==> src/rtl/norm_shift_unit.sv <==
// norm_shift_unit: two-stage FPU adder normalization (leading-zero count, then shift/exponent adjust)
module norm_shift_unit #(
  parameter int SWR = 26,
  parameter int EWR = 8,
  parameter int LZW = 5
) (
  input  logic           clk,
  input  logic           rst,
  input  logic           load_i,
  input  logic           Add_Overflow_i,
  input  logic [SWR-1:0] Data_Result_i,
  input  logic [EWR-1:0] Exp_i,
  output logic [SWR-1:0] Data_o,
  output logic [EWR-1:0] Exp_o,
  output logic [LZW-1:0] LZ_o,
  output logic           Zero_o,
  output logic           Overflow_o,
  output logic           Underflow_o,
  output logic           valid_o
);
  logic [SWR-1:0] d_r, d_n;
  logic [EWR-1:0] e_r, e_n, e_sub;
  logic [LZW-1:0] lz_r, lz_c, lz_n;
  logic [EWR:0]   e_inc, lz_e;
  logic           co_r, v1, ovf, zero, unf;
  // Highest set bit wins because it is visited last
  always_comb begin
    lz_c = LZW'(SWR);
    for (int i = 0; i < SWR; i++)
      if (Data_Result_i[i]) lz_c = LZW'(SWR - 1 - i);
  end
  // Exponent math one bit wide so no wrap reaches Exp_o
  always_comb begin
    e_inc = {1'b0, e_r} + 1'b1;
    lz_e  = (EWR+1)'(lz_r);
    e_sub = e_r - EWR'(lz_r);
    ovf   = co_r && e_inc >= {1'b0, {EWR{1'b1}}};
    zero  = !co_r && d_r == '0;
    unf   = !co_r && !zero && {1'b0, e_r} <= lz_e;
    d_n   = co_r ? (ovf ? '0 : {1'b1, d_r[SWR-1:2], |d_r[1:0]})
                 : (zero || unf) ? '0 : d_r << lz_r;
    e_n   = co_r ? (ovf ? {EWR{1'b1}} : e_inc[EWR-1:0])
                 : (zero || unf) ? '0 : e_sub;
    lz_n  = (co_r || zero) ? '0 : lz_r;
  end
  always_ff @(posedge clk or posedge rst) begin
    if (rst) begin
      d_r         <= '0;
      e_r         <= '0;
      lz_r        <= '0;
      co_r        <= 1'b0;
      v1          <= 1'b0;
      Data_o      <= '0;
      Exp_o       <= '0;
      LZ_o        <= '0;
      Zero_o      <= 1'b0;
      Overflow_o  <= 1'b0;
      Underflow_o <= 1'b0;
      valid_o     <= 1'b0;
    end else begin
      v1      <= load_i;
      valid_o <= v1;
      if (load_i) begin
        d_r  <= Data_Result_i;
        e_r  <= Exp_i;
        co_r <= Add_Overflow_i;
        lz_r <= lz_c;
      end
      if (v1) begin
        Data_o      <= d_n;
        Exp_o       <= e_n;
        LZ_o        <= lz_n;
        Zero_o      <= zero;
        Overflow_o  <= ovf;
        Underflow_o <= unf;
      end
    end
  end
endmodule
==> config.mk <==
export PLATFORM = sky130hd
export DESIGN_NAME = norm_shift_unit
export DESIGN_NICKNAME = d
export VERILOG_FILES = /design/src/rtl/norm_shift_unit.sv
export SDC_FILE = /design/constraint.sdc
export NUM_CORES = 1
export LEC_CHECK = 0
export CAP_MARGIN = 5
export CORE_MARGIN = 10
export CORE_UTILIZATION = 45
export CTS_CLUSTER_DIAMETER = 120
export DETAILED_ROUTE_END_ITERATION = 12
export GPL_TIMING_DRIVEN = 0
export PLACE_DENSITY = 0.68
export SLEW_MARGIN = 20
export SYNTH_ARGS = -nofsm -noshare
export SYNTH_HDL_FRONTEND = slang
export SYNTH_SLANG_ARGS = --single-unit
==> constraint.sdc <==
create_clock -name clk -period 7.05 [get_ports clk]
set_clock_uncertainty 0.1 [all_clocks]
set_input_delay 0.705 -clock clk [delete_from_list [all_inputs] [get_ports clk]]
set_output_delay 0.705 -clock clk [all_outputs]
set_load 0.05 [all_outputs]
==> key figures <==
Run status
  • Status: completed

Power and ir drop
  • Flop pwr share: 0.354
  • Tot Pwr: 1.77 mW
  • Pwr dens: between 200 and 300 nW/µm²
  • Comb power frac: 0.372
  • Pleak: 2.72 nW
  • P_int: between 1 and 1.5 mW
  • Clk pwr share: 0.274
  • Maximum VDD drop: ~230 µV
  • Switching share of power: 0.376
  • Net Sw Power: between 0.6 and 0.7 mW

Drt
  • Avg WL per Cell: 23.1 µm
  • Initial detailed-routing violation count: 386
  • Vias: 4,767
  • Post-Route WL: about 18,000 µm
  • DRC viols: 0
  • First-pass detailed-route iteration total: 5
  • Vias/cell: 6.25
  • Antenna-violating nets left: 0

STA
  • Setup TNS: 0 ps
  • Max Clk Rate: 0.272 GHz
  • Crit path time final: 3680 ps
  • Final Max Slew Viols: 0
  • Final setup fails: 0
  • Endpoints failing hold: 0
  • Part of the cycle the worst path needs: 0.521
  • Worst-margin pin slew: 776 ps
  • Slew HR: 0.478
  • RSZ-0062 raised after global routing: false

CTS
  • CTS sink cnt: 84
  • Clk_lat worst skew: 350 ps
  • Clk root buf: clkbuf_16
  • TritonCTS clock tree: built
  • Hold_buf cts: 0
  • Clk buf depth: 2
  • Clock-pin transition on the worst setup and hold timing paths: 60 ps
  • H-tree depth: 3
  • Post-CTS setup buffers: 0
  • Num CTS Buffers: 9
  • CTS resizes: 0

Synthesis
  • Ys async rst share: 1.00
  • Netlist Area Pre-Place: approximately 5300 µm²
  • Synth Net Count: 570
  • Post-Syn Area per Cell: 10.1 µm²
  • Yosys warning total: 0
  • Main synth FF type: dfrtp_1
  • Cell variety after synth: 71
  • Register area share after synthesis: 0.397
  • FF+latch count, synth: 84
  • Number of synthesized flops with an enable pin: 0
  • Mapped Cells: about 520

Placed design
  • IO Port Bufs: 80
  • HPWL Detailed: 13,700 µm
  • Placer Congestion: 0.922

Setup path
  • Critical Path Fanout Max: 10
  • Crit. End Element: flip-flop
  • Critical path launch point type: flip-flop
  • Critical path arrival: 3860 ps
  • Required @ worst endpoint: 7230 ps
  • Crit Path Category: reg2reg

Floorplan
  • Chip width: ~130 µm
  • Die area: between 15,000 and 20,000 µm²
  • I/O Pins: 81
  • Core box area: ~11,000 µm²
  • Initial core utilization: 0.462
  • # rows: 39
  • Chip height: between 100 and 150 µm

Final layout
  • Share of cells above drive strength 1: 0.145
  • Nets: 662
  • Most frequent cells in the layout: dfrtp_1, clkdlybuf4s50_1, mux2_2, nand2_1, nor2_1
  • N_diodes: 0
  • Most common cell after layout, fill and taps aside: dfrtp_1
  • Area grow syn2layout: 24.6%
  • Fillers: about 1,000

Global route
  • First-pass GRT wire length: 27,700 µm
  • Pin count of the biggest net entering global routing: between 40 and 50
  • Vias in the first global route: 4,729
  • Total track usage: 0.215
  • Remaining Overflow, GRT: 0
  • Initial antenna violation count: 0

Job
  • Max Cap Viol: 0

Min path
  • Hold crit path type: reg2reg
-- registers in the layout, indices dropped and copies added, names as in the netlist --
signal,flops
Data_o,26
Exp_o,8
LZ_o,5
Overflow_o,1
Underflow_o,1
Zero_o,1
co_r,1
d_r,26
e_r,8
lz_r,5
v1,1
valid_o,1
-- routing by layer --
| layer | vias up | routed length, µm | global-route usage |
|---|---|---|---|
| li1 | 2172 | - | - |
| met1 | 2347 | 7930 | 0.296 |
| met2 | 216 | 8020 | 0.328 |
| met3 | 32 | 1320 | 0.0476 |
| met4 | 0 | 332 | 0.0682 |
| met5 | - | 0 | 0 |
-- cells in the mapped netlist, types with 10 or more instances --
cell / number / area [µm²]
a21oi_1: 19 / 95.1
a221o_1: 21 / 210
and2_1: 10 / 62.6
clkbuf_1: 15 / 56.3
dfrtp_1: 84 / 2100
inv_1: 17 / 63.8
mux2_2: 38 / 428
mux2i_1: 21 / 210
nand2_1: 38 / 143
nor2_1: 35 / 131
nor4_1: 12 / 75.1
o21ai_0: 27 / 135
-- worst paths after layout --
check	start	endpoint	cells past startpoint	slack [ps]
worst max-delay path	lz_r[2]	Data_o[6]	10	3370
worst min-delay path	v1	valid_o	0	300
worst max register to register	lz_r[2]	Data_o[6]	10	3370
worst min register to register	v1	valid_o	0	300
max in group asynchronous	rst	Data_o[15]	3	5550
min in group asynchronous	rst	e_r[1]	2	680
-- stage by stage --
| step | setup WS (ps) | utilization | area, µm² | hold WS [ps] | instances |
|---|---|---|---|---|---|
| 6_report | 3370 | 0.575 | 6600 | 300 | 763 |
| 5_1_grt | 3100 | 0.575 | 6600 | 315 | 763 |
| 4_1_cts | 3470 | 0.575 | 6600 | 302 | 763 |
| 3_5_place_dp | 3470 | 0.549 | 6290 | 288 | 748 |
| 3_3_place_gp | 2760 | 0.547 | 6270 | 282 | 747 |
| 2_1_floorplan | 4080 | - | 5290 | 273 | 524 |
-- kinds of logic after synthesis --
logic type / count (synthesis) / share of synthesized area
simple gates: 150 / 0.144
mux: 72 / 0.173
fa+ha+maj: 8 / 0.0203
xor+xnor: 8 / 0.0132
compound gates: 148 / 0.202
flops: 84 / 0.397
buf+inv: 54 / 0.0499
-- critical path: stages (launching register included) --
cell,delay [ps]
dfrtp_1,420
inv_1,130
buf_2,240
buf_1,540
ha_1,430
and4b_1,230
nand3_1,90
a211o_1,270
nand2_1,250
nor4_1,650
a221o_1,260
-- power by group through the flow --
stage	clock, mW	sequential, mW	combinational (mW)
floorplan	0	0.770	0.278
global placement	0	0.630	0.652
detailed placement	0	0.632	0.656
CTS	0.494	0.624	0.657
global route	0.513	0.634	0.698
finish	0.484	0.625	0.657
-- cell type report --
type,instances,area [µm²],area share
multi-input combinational,386,2930,0.444
sequential,84,2100,0.319
timing repair buffer,81,821,0.124
clock buffer,11,253,0.0383
buffer,34,189,0.0286
tap,143,179,0.0271
inverter,20,77.6,0.0118
clock inverter,4,48.8,0.00740
No activity file was read; power rests on OpenSTA's default activity.
